<file path="src/rtl/mem_access_unit.sv">
// Load/store unit between a pipeline MEM stage and a word-wide data memory.
// Optional macro MEM_ACCESS_ALIGN_CHECK_EN turns misaligned halfword/word requests into errors.
module mem_access_unit #(
    parameter int MEM_WORDS = 100
) (
    input  logic        clk,
    input  logic        rst,
    input  logic        req_valid,
    output logic        req_ready,
    input  logic        req_we,
    input  logic [1:0]  req_size,
    input  logic        req_signed,
    input  logic [31:0] req_addr,
    input  logic [31:0] req_wdata,
    output logic        resp_valid,
    output logic [31:0] resp_rdata,
    output logic        resp_err,
    output logic [31:0] mem_a,
    output logic [31:0] mem_wd,
    output logic        mem_we,
    input  logic [31:0] mem_rd
);

    typedef enum logic [1:0] {IDLE, READ, WRITE, DONE} state_t;

    // Handshake: a request transfers on the rising edge where req_valid && req_ready;
    // req_ready is high only in IDLE, and inputs are ignored until the unit returns there.
    state_t      state;
    logic        r_we;
    logic [1:0]  r_size;
    logic        r_signed;
    logic [1:0]  r_lane;
    logic [31:0] r_wdata;

    logic [31:0] req_index;
    logic        size_bad;
    logic        range_bad;
    logic        align_bad;
    logic        req_err;

    assign req_index = {2'b00, req_addr[31:2]};
    assign size_bad  = (req_size == 2'b11);
    assign range_bad = (req_index >= 32'(MEM_WORDS));
`ifdef MEM_ACCESS_ALIGN_CHECK_EN
    assign align_bad = ((req_size == 2'b01) && req_addr[0]) ||
                       ((req_size == 2'b10) && (req_addr[1:0] != 2'b00));
`else
    assign align_bad = 1'b0;
`endif
    assign req_err   = size_bad || range_bad || align_bad;
    assign req_ready = (state == IDLE);

    function automatic logic [31:0] merge_word(input logic [31:0] old_word,
                                               input logic [31:0] wdata,
                                               input logic [1:0]  size,
                                               input logic [1:0]  lane);
        logic [31:0] w;
        w = old_word;
        if (size == 2'b00) begin
            case (lane)
                2'd0: w[7:0]   = wdata[7:0];
                2'd1: w[15:8]  = wdata[7:0];
                2'd2: w[23:16] = wdata[7:0];
                default: w[31:24] = wdata[7:0];
            endcase
        end else if (size == 2'b01) begin
            // Halfwords force-align by ignoring addr[0].
            if (lane[1]) w[31:16] = wdata[15:0];
            else         w[15:0]  = wdata[15:0];
        end else begin
            w = wdata;
        end
        return w;
    endfunction

    function automatic logic [31:0] extend_load(input logic [31:0] word,
                                                input logic [1:0]  size,
                                                input logic        sgn,
                                                input logic [1:0]  lane);
        logic [7:0]  b;
        logic [15:0] h;
        logic [31:0] r;
        case (lane)
            2'd0: b = word[7:0];
            2'd1: b = word[15:8];
            2'd2: b = word[23:16];
            default: b = word[31:24];
        endcase
        h = lane[1] ? word[31:16] : word[15:0];
        if (size == 2'b00)      r = {{24{sgn & b[7]}}, b};
        else if (size == 2'b01) r = {{16{sgn & h[15]}}, h};
        else                    r = word;
        return r;
    endfunction

    always_ff @(posedge clk or posedge rst) begin
        if (rst) begin
            state      <= IDLE;
            r_we       <= 1'b0;
            r_size     <= 2'b00;
            r_signed   <= 1'b0;
            r_lane     <= 2'b00;
            r_wdata    <= 32'd0;
            mem_a      <= 32'd0;
            mem_wd     <= 32'd0;
            mem_we     <= 1'b0;
            resp_valid <= 1'b0;
            resp_rdata <= 32'd0;
            resp_err   <= 1'b0;
        end else begin
            case (state)
                IDLE: begin
                    if (req_valid) begin
                        r_we     <= req_we;
                        r_size   <= req_size;
                        r_signed <= req_signed;
                        r_lane   <= req_addr[1:0];
                        r_wdata  <= req_wdata;
                        if (req_err) begin
                            state      <= DONE;
                            resp_valid <= 1'b1;
                            resp_err   <= 1'b1;
                            resp_rdata <= 32'd0;
                        end else if (req_we && (req_size == 2'b10)) begin
                            state  <= WRITE;
                            mem_a  <= req_index;
                            mem_we <= 1'b1;
                            mem_wd <= req_wdata;
                        end else begin
                            // Loads and sub-word stores both need the current word first.
                            state <= READ;
                            mem_a <= req_index;
                        end
                    end
                end
                READ: begin
                    if (r_we) begin
                        state  <= WRITE;
                        mem_we <= 1'b1;
                        mem_wd <= merge_word(mem_rd, r_wdata, r_size, r_lane);
                    end else begin
                        state      <= DONE;
                        mem_a      <= 32'd0;
                        resp_valid <= 1'b1;
                        resp_err   <= 1'b0;
                        resp_rdata <= extend_load(mem_rd, r_size, r_signed, r_lane);
                    end
                end
                WRITE: begin
                    state      <= DONE;
                    mem_we     <= 1'b0;
                    mem_a      <= 32'd0;
                    mem_wd     <= 32'd0;
                    resp_valid <= 1'b1;
                    resp_err   <= 1'b0;
                    resp_rdata <= 32'd0;
                end
                DONE: begin
                    state      <= IDLE;
                    resp_valid <= 1'b0;
                    resp_err   <= 1'b0;
                    resp_rdata <= 32'd0;
                end
                default: state <= IDLE;
            endcase
        end
    end

endmodule

</file>
<file path="config.mk">
export PLATFORM = sky130hd
export DESIGN_NAME = mem_access_unit
export DESIGN_NICKNAME = d
export VERILOG_FILES = /design/src/rtl/mem_access_unit.sv
export SDC_FILE = /design/constraint.sdc
export NUM_CORES = 1
export LEC_CHECK = 0
export ABC_AREA = 1
export CAP_MARGIN = 0
export CELL_PAD_IN_SITES_DETAIL_PLACEMENT = 0
export CELL_PAD_IN_SITES_GLOBAL_PLACEMENT = 1
export CORE_MARGIN = 2
export CORE_UTILIZATION = 36
export DETAILED_ROUTE_END_ITERATION = 12
export PLACE_DENSITY_LB_ADDON = 0.1
export SLEW_MARGIN = 10
export SYNTH_ARGS = -nofsm -noshare
export SYNTH_HDL_FRONTEND = slang
export SYNTH_SLANG_ARGS = --single-unit
export TNS_END_PERCENT = 100
</file>
<file path="constraint.sdc">
create_clock -name clk -period 5.05 [get_ports clk]
set_input_delay 1.01 -clock clk [delete_from_list [all_inputs] [get_ports clk]]
set_output_delay 1.01 -clock clk [all_outputs]
set_load 0.02 [all_outputs]
</file>
* Yosys cells after proc, flatten, opt, wreduce, memory -nomap -nowiden
Cells that the tools add are included.
** Storage, ports and cells
- Bits of input ports :: 103
- Memories :: 0
- Bits in writable memories :: 0
- Latch bits :: 0
- Bits in registers :: 139
- Output and inout bits :: 100
- ROM bits :: 0
- Logic and storage cells :: 84
** Cells by class
- Div/mod/pow operators :: 0
- Equality and inequality tests :: 14
- Add/subtract/negate cells :: 0
- Reduce and logical (&&, ||, !) cells :: 12
- Bitwise gates (word level) :: 2
- Multipliers :: 0
- Muxes and demuxes :: 43
- $lt $le $gt $ge :: 1
- Shifts and indexed selects :: 0
** Operators by type and width (number)
- 32-bit two-way mux :: 14
- 32-bit one-hot mux with 3 select lines :: 3
- 16-bit two-way mux :: 3
- 8-bit two-way mux :: 6
- 30-bit by 7-bit greater-or-equal comparator with 1-bit output, second input constant :: 1
- 8-bit one-hot mux with 3 select lines :: 1
- 2-bit equality test, second input constant :: 5
- 1-bit two-way mux :: 9
- 2-bit inequality test, second input constant :: 4
- 2-bit one-hot mux with 4 select lines :: 1
- 2-bit by 1-bit equality test with 1-bit output, second input constant :: 3
- 2-bit logical NOT :: 3
- 2-bit two-way mux :: 3
- 1-bit one-hot mux with 3 select lines :: 2
- 5-bit AND reduction :: 1
- 2-bit by 1-bit inequality test with 1-bit output, second input constant :: 2
- 1-bit one-hot mux with 4 select lines :: 1
- 4-bit AND reduction :: 1
- 3-bit AND reduction :: 1
- 3-bit nonzero test :: 1
- 3-bit OR reduction :: 1
- 1-bit bitwise AND :: 2
- 2-bit AND reduction :: 1
- 2-bit OR reduction :: 1
- 2 further kinds :: 2

* Logic depth before layout (Yosys ltp)
Gate-level depths: netlist (run 1).
- Depth after elaboration :: 8
- Mapped depth :: 11
- Gate-level depth less buffers :: 10

* Worst setup path after synthesis (run 1)
OpenSTA, ideal clock, no wires.
- Path kind :: input-to-reg
- From :: in req_addr[18]
- To :: reg mem_a[10]
- Library setup time :: 0.117 ns
- Cell stages on the path :: 9
- Path buffers :: 1
- Data arrival time :: 1.910 ns
- Setup slack :: 3.022 ns
- Required time :: 4.933 ns
- Path through :: nor2_1 -> nand2_1 -> nor2_1 -> nand3_1 -> o21ai_2 -> nand3_1 -> clkbuf_1 -> nand2_1 -> nand2_1
** Between the ends
- Longest elaborated chain between the ends :: 4
** RTL lines
- start, declared :: RTL line 13 : input logic [31:0] req_addr,
- 30-bit by 7-bit greater-or-equal comparator with 1-bit output :: RTL line 43 : assign range_bad = (req_index >= 32'(MEM_WORDS));
- 1-bit logical OR :: RTL line 50 : assign req_err = size_bad || range_bad || align_bad;
- 2-bit inequality test (no line)
- 4-bit AND reduction (no line)
- end signal, assigned :: RTL line 126 : mem_a <= req_index;
- end signal, assigned :: RTL line 132 : mem_a <= req_index;
- end, declared :: RTL line 18 : output logic [31:0] mem_a,
Every way passes these cells.
A chain may end at the register's enable or synchronous reset.

* Final worst setup path (run 1)
- From :: in req_addr[25]
- To :: reg resp_rdata[5]
** Between the ends
- Longest elaborated chain between the ends :: 4
** RTL lines
- 30-bit by 7-bit greater-or-equal comparator with 1-bit output :: RTL line 43
- 1-bit logical OR :: RTL line 50
- 2-bit by 1-bit inequality test with 1-bit output (no line)
- 3-bit AND reduction (no line)
- end signal, assigned :: RTL line 146 : resp_rdata <= extend_load(mem_rd, r_size, r_signed, r_lane);
- end, declared :: RTL line 16 : output logic [31:0] resp_rdata,
Every way passes these cells.

==> results of run 1 <==
==> power by group <==
part,internal (mW),switching (mW),total [mW]
combinational,1.59,2.70,4.29
sequential,1.60,0.421,2.02
clock,0.879,0.521,1.40
==> cells in the final DEF, fill, tap and decap left out, types with 4 or more instances in the layout <==
master and n:
nand2_1 424, clkdlybuf4s50_1 200, dfrtp_1 137, nand3_1 103, nand4_1 79, inv_1 67, nor2_1 60, a21oi_1 32
o21ai_1 28, mux2_2 25, nand3_2 22, clkbuf_16 17, o211ai_1 15, o21ai_0 14, buf_4 14, o21ai_2 10
a211oi_1 7, inv_2 6, ha_1 5, bufinv_16 5, clkinv_1 4, a21boi_0 4
==> worst max-delay path, cell delays in order <==
cell and delay (ps):
clkdlybuf4s50_1 420, nor2_1 110, nand2_1 60, nor2_1 180, nand3_1 190, nor2_1 270
nand2_1 100, nand2_2 600, inv_1 280, nand2_1 140, nand2_1 60
==> cells in the mapped netlist (15+ instances only) <==
cell	n	area [sq um]
nand2_1	425	1600
dfrtp_1	137	3430
nand3_1	103	515
nand4_1	79	494
inv_1	69	259
nor2_1	60	225
buf_2	42	210
a21oi_1	32	160
o21ai_1	28	140
mux2_2	25	282
clkbuf_1	22	82.6
nand3_2	22	220
o211ai_1	15	113
==> layout make-up <==
class | count | share of cell area (%)
Multi-Input combinational cell | 851 | 38.2
Tap cell | 319 | 3.58
Clock buffer | 17 | 3.81
Antenna cell | 1 | 0.0224
Inverter | 80 | 2.78
Clock inverter | 13 | 1.95
Timing Repair Buffer | 214 | 18.9
Sequential cell | 137 | 30.7
==> per-layer routing <==
layer  share of wire (%)  up-vias
li1                    -     4100
met1                  46     3911
met2                  46      266
met3                 6.1       34
met4                 2.4        2
met5               0.045        -
==> stage by stage <==
step / cell area, sq um / utilization, % / hold slack [ps]
global placement: 10500 / 45.2 / 453
CTS: 11200 / 47.9 / 474
floorplan: 8460 / - / 479
detailed placement: 10500 / 45.2 / 458
finish: 11200 / 47.9 / 468
global route: 11200 / 47.9 / 491
==> registers in the layout, summed over array words and instances, names as in the netlist, 2 cells and up <==
signal      cells
state           2
r_size          2
mem_wd         32
mem_a          30
resp_rdata     32
r_lane          2
r_wdata        32
==> worst paths after layout <==
check	cells after the start	end	from	slack, ps
worst max-delay path	11	resp_rdata[5]$_DFFE_PP0P_	req_addr[25]	1910
worst min-delay path	2	mem_wd[3]$_DFFE_PP0P_	mem_wd[3]$_DFFE_PP0P_	470
worst max register to register	7	mem_wd[6]$_DFFE_PP0P_	r_size[0]$_DFFE_PP0P_	2110
worst min register to register	2	mem_wd[3]$_DFFE_PP0P_	mem_wd[3]$_DFFE_PP0P_	470
max in group asynchronous	3	resp_rdata[18]$_DFFE_PP0P_	rst	2990
min in group asynchronous	2	mem_wd[1]$_DFFE_PP0P_	rst	1150
==> kinds of logic (layout without fill, tap and decap cells) <==
family,Yosys count,after routing
buffers and inverters,168,324
multiplexers,25,25
flip-flops,137,137
adder cells (fa/ha/maj),5,5
AND/OR/NAND/NOR,702,702
AO/OA/AOI/OAI,117,117
other,1,3
==> metrics.yaml, run 1 <==
outcome: "finished clean"
startpoint_type: "primary input"
drive_gt1_share_pct: 9.53
ctsLongestPathBuffers: 2
rows: 56
slew_violations: 0
maxCapViolations: 0
power_density_nw_per_um2: 691
synth.distinct_cells: 40
portBuffers: 200
setup_tns_ps: 0
first_iter_violations: 685
synth_area_sq_um: 8460
cp.required_ps: 5360
area_delta_synth_final_pct: 31.8
clk_latency_ps: 420
skew_ps: 11.2
cts_hold_buf: 0
cts-buffers-inserted: 17
dpl_worst_slack_ps: 1460
synthFlopType: "dfrtp_1"
place.gp.congestion: 0.877
worstSetupPathType: "in -> reg"
max-vdd-ir-drop_uv: 298
use_met3_pct: 5.78
max_freq_mhz: 319
cts_resized: 0
cts-htree-levels: 4
relSlewSlack_pct: 25.8
finalNetCount: 1409
remaining_drc_errors: 0
timing.final.ws_setup_ps: 1910
post_cts_buffers: 0
synth-seq-cells: 137
wl_per_cell_um: 17.8
critPathCaptureType: "flop"
synth_xor_area_share_pct: 0
synthSimpleGateAreaFrac_pct: 37.7
start_util_pct: 36.4
vias_per_cell: 5.09
ys_async_sr_fraction_pct: 100
gr-max-usage-layer: "met2"
rsz0062_at_grt: "false"
synth-edff-count: 0
die_area_sq_um: 24700
worstMarginPinSlew_ps: 1110
multi_input_area_sq_um: 4260
grt_max_degree: 90
fp.dieW_um: 157
ys_seq_area_share_pct: 40.5
yosysWarnings: 0
cts_sinks: 137
grt_pass1_vias: 8278
drt.antenna.violating_nets: 0
hold_violations: 0
clk_pin_slew_worst_paths_ps: 60
period_minus_slack_ps: 3140
root_buffer: "clkbuf_16"
track_usage_pct: 24.0
crit_path_max_fanout: 40
regArea_sq_um: 3430
synth_top_family_by_area: "simple AND/OR/NAND/NOR gates"
power_mw: 7.71
synth_cells: 1155
core_sq_um: 23300
met1_usage_pct: 32.2
antenna_found_initial: 3
syn_area_per_cell_sq_um: 7.32
overflow: 0
vias: 8313
arrival_ps: 3450
die_y_um: 157
timing.final.crit_share_pct: 62.1
place_inst: 1601
synth.area.mux_share_pct: 3.33
firstDrtPassIters: 5
grt_pass1_wl_mm: 46.0
synth_compound_area_share_pct: 8.42
leakage_nw: 5.30
synthAdderAreaFrac_pct: 0.740
dp_hpwl_mm: 20.5
use_met2_pct: 38.3
cts_tree: "yes"
stdcell_count: 1632
wl_mm: 29.0
hold_path_class: "reg -> reg"
nFillCells: 2426
finalSetupViolations: 0
ioPinCount: 203
Note: power is estimated with default switching activity, not from simulation.
==> inputs of run 2 (changes only) <==
==> constraint.sdc (replaced) <==
create_clock -name clk -period 3.1 [get_ports clk]
set_input_delay 0.62 -clock clk [delete_from_list [all_inputs] [get_ports clk]]
set_output_delay 0.62 -clock clk [all_outputs]
set_load 0.02 [all_outputs]
==> run 2 against run 1 <==
  * First-iteration DRC count shrank 3.4%
  * Worst setup slack worse by 1500 ps
  * Clock skew is 1.2 ps lower
  * Die area did not move
  * Via count is 0.22% higher
  * Critical path depth is 8 lower
  * Clock power grew 39%
  * Sequential power up 62%
  * Worst hold slack gained 2.4 ps
  * Routed wire length is essentially flat
==> metrics.yaml, run 2 (synthesized netlist as in run 1, its figures left out) <==
p_int_mw: 6.33
slew_violations: 0
relSlewSlack_pct: 32.9
grt_pass1_wl_mm: 45.6
portBuffers: 200
cts_tree: "yes"
max_stage_delay_ps: 700
timing.final.ws_setup_ps: 380
crit_path_max_fanout: 8
drive_gt1_share_pct: 10.2
grt_pass1_vias: 8003
startpoint_type: "flop"
antenna_found_initial: 2
clk_latency_ps: 430
finalSetupViolations: 0
fp.dieW_um: 157
firstDrtPassIters: 7
pwr-share-clk_pct: 15.8
ctsLongestPathBuffers: 2
max-vdd-ir-drop_uv: 601
wl_mm: 29.0
cts_sinks: 137
crit_chain: "inv_1 > ha_1 > clkdlybuf4s50_1"
timing.final.crit_share_pct: 87.7
skew_ps: 10.0
layout_common_cells: "424 x nand2_1, 200 x clkdlybuf4s50_1, 137 x dfrtp_1"
min_delay_path_depth: 2
path_buf_inv: 2
cp-startpoint: "state[0]$_DFFE_PP0P_"
area_delta_synth_final_pct: 32.6
cpMaxStageDelayCell: "clkdlybuf4s50_1"
setup_tns_ps: 0
worstMarginPinSlew_ps: 1010
p_switching_mw: 5.97
period_minus_slack_ps: 2720
grt_max_degree: 64
overflow: 0
core_sq_um: 23300
critPathCaptureType: "output port"
wl_per_cell_um: 17.6
place_inst: 1611
leakage_nw: 5.31
worstHoldStart: "mem_we$_DFFE_PP0P_"
ioPinCount: 203
cp.depth: 3
arrival_ps: 2100
rows: 56
sequentialPowerShare_pct: 26.7
p_comb_share_pct: 57.6
vias_per_cell: 5.06
die_y_um: 157
outcome: "finished clean"
vias: 8331
power_density_nw_per_um2: 1100
swShare_pct: 48.5
dpl_worst_slack_ps: 334
cts_hold_buf: 0
reg_top3: "mem_wd: 32 flops, r_wdata: 32 flops, resp_rdata: 32 flops"
first_iter_violations: 662
cts_resized: 0
maxCapViolations: 0
layout_commonest_cell: "nand2_1"
post_cts_buffers: 0
dp_hpwl_mm: 21.0
r2r_start: "r_lane[1]$_DFFE_PP0P_"
max_freq_mhz: 368
start_util_pct: 36.4
rsz0062_at_grt: "false"
reg2reg_depth: 9
stdcell_count: 1645
cp.required_ps: 2480
hold_violations: 0
place.gp.congestion: 0.869
clk_pin_slew_worst_paths_ps: 60
finalNetCount: 1419
hold_path_class: "reg -> reg"
cts-htree-levels: 4
worstSetupPathType: "reg -> out"
cts-buffers-inserted: 17
root_buffer: "clkbuf_16"
drt.antenna.violating_nets: 0
track_usage_pct: 23.9
cp_top_family: "buffers and inverters"
die_area_sq_um: 24700
remaining_drc_errors: 0
==> run 2: worst paths after layout <==
kind | end | slack [ps]
max | req_ready | 380
min | mem_we$_DFFE_PP0P_ | 470
max reg2reg | mem_wd[19]$_DFFE_PP0P_ | 640
min reg2reg | mem_we$_DFFE_PP0P_ | 470
max in group asynchronous | resp_rdata[28]$_DFFE_PP0P_ | 1790
min in group asynchronous | r_wdata[13]$_DFFE_PP0P_ | 690
==> run 2: tightest hold or removal path: stages (launching register included) <==
cell	delay, ps
dfrtp_1	340
nand2_1	50
nand2_1	40
==> run 2: final cells by class <==
type | instances | area [sq um]
timing repair buffer | 224 | 2270
inverter | 80 | 309
sequential | 137 | 3430
multi-input combinational | 851 | 4260
clock inverter | 13 | 110
clock buffer | 19 | 433
fill | 2395 | 12000
tap | 319 | 399
antenna | 2 | 5.00
==> run 2: through the flow <==
step | hold slack (ps) | utilization [%] | power, mW | instance area [sq um]
5_1_grt | 495 | 48.2 | 13.3 | 11200
2_1_floorplan | 479 | - | 8.02 | 8470
3_5_place_dp | 458 | 45.9 | 10.5 | 10700
6_report | 470 | 48.2 | 12.3 | 11200
3_3_place_gp | 453 | 45.9 | 10.4 | 10700
4_1_cts | 474 | 48.2 | 12.4 | 11200
==> run 2: per-layer routing <==
metal  wire (um)  up-vias  global-route usage [%]
met2       13700      274                    39.2
li1            -     4114                       -
met1       12600     3920                    31.7
met5           0        -                       0
met4         411        0                    6.32
met3        2180       23                    5.70
==> run 2: power groups by stage <==
stage	sequential [mW]	combinational [mW]	clock, mW
2_1_floorplan	3.68	4.34	0
3_3_place_gp	3.30	7.11	0
3_5_place_dp	3.31	7.15	0
4_1_cts	3.29	7.17	1.98
5_1_grt	3.39	7.87	2.06
6_report	3.28	7.08	1.94
